--- src/rtl/disp_scan_ctrl.sv ---
// Scan controller for an 8-digit seven-segment display.
// Steps the digit select, opens each slot with a blanking interval, and drives active-low anodes.
module disp_scan_ctrl #(
    parameter int unsigned REFRESH_DIV  = 100000,
    parameter int unsigned BLANK_CYCLES = 16
) (
    input  logic       clk,
    input  logic       reset,
    input  logic       en,
    input  logic [7:0] digit_en,
    output logic [2:0] sel,
    output logic [7:0] an,
    output logic       scan_tick,
    output logic       frame_done
);

    localparam int unsigned CW = $clog2(REFRESH_DIV);
    localparam logic [CW-1:0] LAST = CW'(REFRESH_DIV - 1);

    logic [CW-1:0] cnt;
    logic [CW-1:0] cnt_next;
    logic [2:0]    sel_next;
    logic          tick_next;
    logic          frame_next;
    logic [7:0]    an_next;
    logic          on_c;

    // Slot counter and digit advance
    always_comb begin
        cnt_next   = cnt;
        sel_next   = sel;
        tick_next  = 1'b0;
        frame_next = 1'b0;
        if (en) begin
            if (cnt == LAST) begin
                cnt_next   = '0;
                sel_next   = sel + 3'd1;
                tick_next  = 1'b1;
                frame_next = (sel == 3'd7);
            end else begin
                cnt_next = cnt + CW'(1);
            end
        end
    end

    // ON phase of the slot the registers are about to enter
    generate
        if (BLANK_CYCLES == 0) begin : g_no_blank
            assign on_c = 1'b1;
        end else begin : g_blank
            assign on_c = (cnt_next >= CW'(BLANK_CYCLES));
        end
    endgenerate

    // Anodes follow next-state so they line up with the sel presented in the same cycle
    always_comb begin
        an_next = 8'hFF;
        if (en && on_c && digit_en[sel_next]) begin
            an_next = ~(8'b1 << sel_next);
        end
    end

    always_ff @(posedge clk) begin
        if (reset) begin
            cnt        <= '0;
            sel        <= 3'd0;
            an         <= 8'hFF;
            scan_tick  <= 1'b0;
            frame_done <= 1'b0;
        end else begin
            cnt        <= cnt_next;
            sel        <= sel_next;
            an         <= an_next;
            scan_tick  <= tick_next;
            frame_done <= frame_next;
        end
    end

endmodule

--- config.mk ---
export PLATFORM = sky130hd
export DESIGN_NAME = disp_scan_ctrl
export DESIGN_NICKNAME = d
export VERILOG_FILES = /design/src/rtl/disp_scan_ctrl.sv
export SDC_FILE = /design/constraint.sdc
export NUM_CORES = 1
export LEC_CHECK = 0
export BUFFER_PORTS_ARGS = -buffer_cell sky130_fd_sc_hd__buf_2
export CORE_MARGIN = 5
export CORE_UTILIZATION = 30
export CTS_BUF_LIST = sky130_fd_sc_hd__clkbuf_8
export DETAILED_ROUTE_END_ITERATION = 16
export PLACE_DENSITY = 0.58
export SYNTH_ARGS = -nofsm -noshare
export SYNTH_HDL_FRONTEND = slang
export SYNTH_SLANG_ARGS = --single-unit
--- constraint.sdc ---
create_clock -name clk -period 1.65 [get_ports clk]
set_input_delay 0.165 -clock clk [delete_from_list [all_inputs] [get_ports clk]]
set_output_delay 0.165 -clock clk [all_outputs]
set_load 0.05 [all_outputs]
==> metrics.cfg, run 1 <==
[yosys]
syn-num-nets = 180
synth_top_area_share_pct = 40.6
synth.most_common_cell = dfxtp_1
synth-edff-count = 0
yosysUniqueCellTypes = 36
ys.flop_type = dfxtp_1
ys_seq_area_share_pct = 40.6
async_flop_share_pct = 0
synthMuxAreaShare_pct = 2.79
synthCells = 166
ys_top_cells_by_count = 30 x dfxtp_1, 20 x nor2_1, 12 x xnor2_1, 9 x nand3_1
synth_top_family_by_area = simple AND/OR/NAND/NOR gates
synth-simple-area-share_pct = 30.0
yosysWarnings = 0
yosysTopAreaCell = dfxtp_1
synth-xor-area-share_pct = 10.7
syn_area_um2 = 1480
ys_ff_latch = 30
synth_compound_area_share_pct = 9.04
yosys-top-cells-area = dfxtp_1 41%, xnor2_1 7.1%, nor2_1 5.1%
syn_avg_cell_area_um2 = 8.92
yosys.area_share.adder_pct = 2.54

[critical_path]
crit_type = flip-flop to flip-flop
cp_max_fo = 8
endpoint_kind = flip-flop
arrival_ps = 1880
required_ps = 1860
start_kind = flip-flop

[timing]
hold_violations = 0
finalSetupTns_ps = -50.1
grt_setup_unrepaired = true
period_share_pct = 101
hold-worst-slack_ps = 137
min_period_ps = 1670
fin_skew_ps = 4.12
fin_ws_ps = -20.6
max_clock_freq_mhz = 599
finalSetupViolations = 3
slew_viol_final = 0
worstMarginPinSlew_ps = 393
slew_headroom_pct = 73.8

[hold_path]
hold_class = input port to flip-flop

[finish]
fillers = 446
multi_input_area_um2 = 1050
diodes = 0
register_area_um2 = 627
drive_above_1_share_pct = 57.0
layout.nets = 257
area_growth_syn_to_layout_pct = 66.4

[routing]
drcViolationCount = 0
vias = 1494
drt_iter0_drc = 76
drt_first_pass_iters = 4
antenna_left = 0
wl_per_cell_um = 14.1
vias_per_cell = 4.80
wirelength_um = 4370

[global_routing]
grt_pass1_wl_um = 6820
grt_antenna_before_repair = 0
grt_usage_pct = 14.0
grt_max_degree = 12
gr-total-overflow = 0
grt_pass1_vias = 1438

[clock_tree]
path_clk_slew_ps = 70
cts_tree = built
numCtsBuffers = 5
cts.sink_count = 30
htreeDepth = 2
root_buffer = clkbuf_8
cts_hold_buf = 0
clk_latency_ps = 290
clock_path_buffers = 2

[floorplanning]
rows = 25
die_y_um = 80.2
core_um2 = 4750
start_util_pct = 31.1
dieArea_um2 = 6440
die_w_um = 80.2
top_level_ports = 24

[job]
cap_violations = 0

[pwr]
p_leak_nw = 0.970
peakVddDrop_mv = 0.367
p_per_area_nw_per_um2 = 583

[run_status]
violations = negative setup slack
outcome = finished with violations

[place]
dp_hpwl_um = 2780
io_buffers = 23
place.gp.congestion = 0.840

-- sequential cells by signal, indices dropped and copies added, names as in the netlist --
signal      cells
frame_done      1
sel             3
an              8
cnt            17
scan_tick       1
-- worst max-delay path, cell delays in order (launching register included) --
cell and delay (ps):
dfxtp_4 380, nand4_4 140, buf_4 170, nor4_4 320, xnor2_2 180, o2111ai_4 190, o211ai_1 210
-- layer usage --
| layer | GRT usage [%] | part of all wire, % | wire [um] |
|---|---|---|---|
| met5 | 0 | 0 | 0 |
| met4 | 7.60 | 3.7 | 164 |
| met3 | 2.80 | 3.9 | 169 |
| met2 | 22.7 | 50 | 2190 |
| met1 | 17.3 | 42 | 1850 |
-- final timing paths --
check,slack [ps],depth (start not counted),start,end
max,-20,6,cnt[8],an[3]
min,140,4,digit_en[7],an[7]
max reg2reg,-20,6,cnt[8],an[3]
min reg2reg,580,2,sel[2],sel[2]
-- where the power goes --
part           switching [mW]  leakage, nW  internal [mW]
sequential            0.00451        0.250          0.722
combinational          0.0392        0.673         0.0433
clock                   0.293       0.0472          0.335
-- logic make-up after synthesis --
| family | after synthesis |
|---|---|
| fa+ha+maj | 3 |
| buf+inv | 15 |
| simple gates | 77 |
| compound gates | 19 |
| mux | 4 |
| flops | 30 |
| xor+xnor | 18 |
-- what timing repair did --
action | 4_1_cts | 5_1_grt
setup buffers | 6 | 7
gates resized for setup | 33 | 34
setup endpoints to repair | 20 | 25
pin swaps | 12 | 24
cloned | 0 | 1
-- area by class of cell --
type,instances,share of cell area (%)
multi-input combinational,121,42.8
timing repair buffer,79,23.6
clock inverter,2,0.508
sequential,30,25.4
tap,67,3.40
inverter,6,0.914
clock buffer,6,3.35
-- through the flow --
stage               setup WS (ps)  instance area, um^2  instances  utilization (%)  total power [mW]
floorplan                   -5.27                 1490        166                -             0.774
global placement             -137                 1970        289             41.5             0.810
detailed placement           -153                 1970        289             41.5             0.811
CTS                         0.667                 2260        303             47.6              1.44
global route                 -148                 2460        311             51.8              1.49
finish                      -20.6                 2460        311             51.8              1.44
-- cells in the final DEF, fill, tap and decap left out, types with 2 or more instances in the layout --
cell type | netlist | layout
buf_2 | 4 | 23
nor2_1 | 20 | 9
mux2i_1 | 3 | 2
nand2_1 | 7 | 6
nor4_4 | 1 | 4
nand3_1 | 9 | 6
or2_2 | 2 | 2
o21ai_0 | 8 | 5
nor4b_2 | 0 | 3
ha_1 | 3 | 2
o211ai_1 | 5 | 5
and2_1 | 2 | 2
buf_4 | 1 | 50
dfxtp_4 | 0 | 4
nand3_2 | 0 | 3
xor2_1 | 6 | 6
clkbuf_8 | 0 | 6
xnor2_1 | 12 | 9
inv_1 | 6 | 6
nor2_4 | 0 | 8
o21ai_1 | 0 | 3
nand4_1 | 6 | 6
a21oi_1 | 2 | 2
nor4_1 | 8 | 5
xnor2_2 | 0 | 3
nor2_2 | 0 | 3
nor3_1 | 7 | 6
buf_6 | 0 | 4
nor2b_1 | 2 | 2
dfxtp_2 | 0 | 9
dfxtp_1 | 30 | 17
No activity file was read; power rests on OpenSTA's default activity.
==> inputs of run 2 (changes only) <==
Settings changed: PLACE_DENSITY 0.58 to 0.57, REMOVE_ABC_BUFFERS from default to 1.
Clock period 1.65 ns to 2.1 ns, I/O delays scaled along.
==> run 2 against run 1 <==
  * Routed wire length decreased by 23%
  * Critical endpoint is now an[4]
  * Die area did not move
  * The run now ends clean
  * Clock skew decreased by 0.52 ps
==> metrics.cfg, run 2 (synthesized netlist as in run 1, its figures left out) <==
[run_status]
outcome = finished clean

[timing]
slew_headroom_pct = 77.0
period_share_pct = 88.9
min_period_ps = 1870
slew_viol_final = 0
fin_ws_ps = 233
grt_setup_unrepaired = false
finalSetupTns_ps = 0
finalSetupViolations = 0
worstMarginPinSlew_ps = 342
hold_violations = 0
fin_skew_ps = 3.60
max_clock_freq_mhz = 536

[hold_path]
min_path_cells = 4
min_to = an[5]
hold_class = input port to flip-flop
min-delay-start = digit_en[5]

[clock_tree]
root_buffer = clkbuf_8
numCtsBuffers = 5
cts_tree = built
clk_latency_ps = 280
cts_hold_buf = 0
htreeDepth = 2
cts.sink_count = 30
path_clk_slew_ps = 60
clock_path_buffers = 2

[routing]
drt_iter0_drc = 121
antenna_left = 0
wirelength_um = 3380
drt_first_pass_iters = 4
vias = 1240
drcViolationCount = 0
wl_per_cell_um = 13.0
vias_per_cell = 4.77

[critical_path]
ff2ff_path_depth = 6
start_kind = flip-flop
crit_type = flip-flop to flip-flop
required_ps = 2300
endpoint_kind = flip-flop
arrival_ps = 2070
reg2reg_to = an[4]
max_stage_delay_ps = 390
critical-path-slowest-cell = dfxtp_1
worst-path-buf-inv = 0
cp_max_fo = 8
r2r_slack_ps = 230
cp.depth = 6
crit_chain = ha_2, nand2_1, nor4_1, xnor2_1, o211ai_2, o21ai_0
rr_startpoint = cnt[0]
path_delay_family = simple AND/OR/NAND/NOR gates

[finish]
finalInstanceArea_um2 = 1840
top_register = cnt
area_growth_syn_to_layout_pct = 24.2
drive_above_1_share_pct = 26.4
finalNonFillerCells = 260
diodes = 0
reg.largest.list = cnt x17, an x8, sel x3
final_cell_mix = 29 x dfxtp_1, 23 x buf_2, 20 x nor2_1
final_common_cell = dfxtp_1
layout.nets = 206
largest_register_ffs = 17

[floorplanning]
die_w_um = 80.2
rows = 25
die_y_um = 80.2
dieArea_um2 = 6440
top_level_ports = 24
start_util_pct = 31.1
core_um2 = 4750

[place]
io_buffers = 23
place_area_um2 = 1670
dp_hpwl_um = 2470
place.gp.congestion = 0.941
place_ws_ps = 85.3
dp_cells = 252

[global_routing]
grt_util_met1_pct = 14.6
grt_pass1_wl_um = 5560
grt_max_degree = 14
grt_pass1_vias = 1203
use_met2_pct = 17.1
grt_use_met3_pct = 3.48
gr-total-overflow = 0
grt_usage_pct = 11.2
grt_busiest_layer = met2
grt_antenna_before_repair = 0

[pwr]
p_per_area_nw_per_um2 = 727
p_total_mw = 1.34
p_leak_nw = 0.659
peakVddDrop_mv = 0.281

[job]
cap_violations = 0

## run 2: changes by cell type in the layout (fill, tap and decap cells not counted), sizes merged
| cell | change |
|---|---|
| bufinv | +2 |
| buf | -50 |
| clkinvlp | -1 |
| clkbuf | -1 |
| clkinv | -1 |
## run 2: tightest hold or removal path: cells and delay by family
kind | cells | cell delay (ps)
AO/OA/AOI/OAI | 1 | 60
buffers and inverters | 2 | 130
AND/OR/NAND/NOR | 1 | 40
## run 2: how the worst max path moves through the flow
| stage | startpoint | endpoint | slack, ps |
|---|---|---|---|
| after floorplan | cnt[0] | an[2] | 370 |
| after global placement | cnt[0] | an[2] | 210 |
| after global routing | cnt[0] | an[4] | 30 |
| after detailed placement | cnt[0] | an[4] | 90 |
| final | cnt[0] | an[4] | 230 |
| after CTS | cnt[0] | an[4] | 70 |
## run 2: layer usage
metal	part of all wire (%)	vias up
met5	0	-
met4	1.8	0
met3	4.9	5
met2	46	29
met1	47	570
li1	-	636
## run 2: area by class of cell
cell class / instances / area (um^2)
Inverter: 6 / 22.5
Sequential cell: 30 / 602
Tap cell: 67 / 83.8
Multi-Input combinational cell: 121 / 835
Fill cell: 498 / 2920
Timing Repair Buffer: 28 / 153
Clock inverter: 2 / 60.1
Clock buffer: 6 / 82.6
## run 2: stage by stage
| stage | hold WS [ps] | util (%) |
|---|---|---|
| after floorplan | 279 | - |
| after global placement | 488 | 35.2 |
| after detailed placement | 484 | 35.2 |
| after CTS | 190 | 38.2 |
| after global routing | 199 | 38.7 |
| final | 194 | 38.7 |
## run 2: repair_timing
item,4_1_cts,5_1_grt
resized for setup,0,5
buffers inserted,0,0
endpoints found under the setup margin,0,8
## run 2: report_power, final
part           leakage, nW  switching [mW]  internal [mW]
combinational        0.345          0.0193         0.0165
sequential           0.243         0.00327          0.572
clock               0.0714           0.220          0.506
total                0.659           0.243           1.09
==> inputs of run 3 (changes only) <==
Settings changed: PLACE_DENSITY 0.57 to 0.45.
==> run 3 against run 2 <==
  * Via count increased by 1.5%
  * Largest cell class unchanged
  * Sequential share of layout area up 1.2 points
  * First-iteration DRC count fell by 57%
==> metrics.cfg, run 3 (synthesized netlist as in run 1, its figures left out) <==
[pwr]
p_leak_nw = 0.641
peakVddDrop_mv = 0.162
p_per_area_nw_per_um2 = 579

[finish]
layout.nets = 207
area_growth_syn_to_layout_pct = 19.5
drive_above_1_share_pct = 23.8
reg.largest.list = cnt x17, an x8, sel x3
final_common_cell = dfxtp_1
finalInstanceArea_um2 = 1770
largest_register_ffs = 17
top_register = cnt
final_cell_mix = 30 x dfxtp_1, 23 x buf_2, 20 x nor2_1
diodes = 0
finalNonFillerCells = 260

[floorplanning]
top_level_ports = 24
die_y_um = 80.2
rows = 25
die_w_um = 80.2
core_um2 = 4750
dieArea_um2 = 6440
start_util_pct = 31.1

[clock_tree]
cts.sink_count = 30
clk_latency_ps = 280
ctsResizeCount = 0
postCtsSetupBuffers = 0
cts_tree = built
cts_hold_buf = 0
numCtsBuffers = 5
clock_path_buffers = 2
htreeDepth = 2
root_buffer = clkbuf_8
path_clk_slew_ps = 60

[place]
dp_hpwl_um = 2630
place_area_um2 = 1680
dp_cells = 253
place.gp.congestion = 0.898
io_buffers = 23

[critical_path]
crit_type = flip-flop to flip-flop
arrival_ps = 2110
endpoint_kind = flip-flop
path_delay_family = simple AND/OR/NAND/NOR gates
crit_chain = nor4bb_1, nand4_1, o211ai_1, nor4b_1, o21ai_1
required_ps = 2300
critical-path-slowest-cell = o211ai_1
worst-path-buf-inv = 0
cp_max_fo = 7
start_kind = flip-flop
max_stage_delay_ps = 470

[timing]
finalSetupTns_ps = 0
finalSetupViolations = 0
hold_violations = 0
grt_setup_unrepaired = false
period_share_pct = 91.1
slew_headroom_pct = 73.1
max_clock_freq_mhz = 523
slew_viol_final = 0
worstMarginPinSlew_ps = 401
fin_skew_ps = 9.07
min_period_ps = 1910
hold-worst-slack_ps = 230

[global_routing]
grt_pass1_wl_um = 5820
grt_usage_pct = 11.8
grt_pass1_vias = 1214
grt_max_degree = 14
gr-total-overflow = 0
grt_antenna_before_repair = 0

[routing]
antenna_left = 0
wirelength_um = 3450
wl_per_cell_um = 13.3
drcViolationCount = 0
drt_iter0_drc = 52
vias_per_cell = 4.84
drt_first_pass_iters = 4
vias = 1258

[job]
cap_violations = 0

[hold_path]
hold_class = input port to flip-flop

[run_status]
outcome = finished clean

run 3: worst paths after layout:
kind                from      to  slack, ps  cells after the start
min reg2reg       cnt[1]  cnt[1]        520                      2
max reg2reg       cnt[4]   an[6]        190                      5
max               cnt[4]   an[6]        190                      5
min          digit_en[7]   an[7]        230                      4
run 3: power by group:
part / switching (mW) / internal, mW
registers: 0.00346 / 0.572
clock network: 0.196 / 0.218
logic: 0.0196 / 0.0163
total: 0.219 / 0.806
run 3: stage by stage:
stage	setup slack, ps	util (%)	power, mW
6_report	187	37.2	1.02
5_1_grt	19.4	37.2	1.08
4_1_cts	97.0	37.0	1.05
3_5_place_dp	143	35.4	0.625
3_3_place_gp	201	35.4	0.624
2_1_floorplan	371	-	0.602
run 3: cell type report:
cell class              count  area, um^2
flip-flops and latches     30         601
inverters                   6        22.5
fillers                   499        2990
clock inverters             2        7.51
multi-input cells         121         826
repair buffers             29         160
clock buffers               5        68.8
well taps                  67        83.8
run 3: layer usage:
| metal | track usage (%) | part of all wire (%) | up-vias | routed length, um |
|---|---|---|---|---|
| li1 | - | - | 640 | - |
| met1 | 14.9 | 48 | 578 | 1640 |
| met2 | 18.4 | 44 | 35 | 1510 |
| met3 | 4.48 | 7.2 | 5 | 250 |
| met4 | 4.05 | 1.4 | 0 | 48 |
| met5 | 0 | 0 | - | 0 |
run 3: worst register-to-register path, stage by stage, from the launching register on:
cell	delay [ps]
dfxtp_1	430
nor4bb_1	370
nand4_1	350
o211ai_1	470
nor4b_1	110
o21ai_1	100
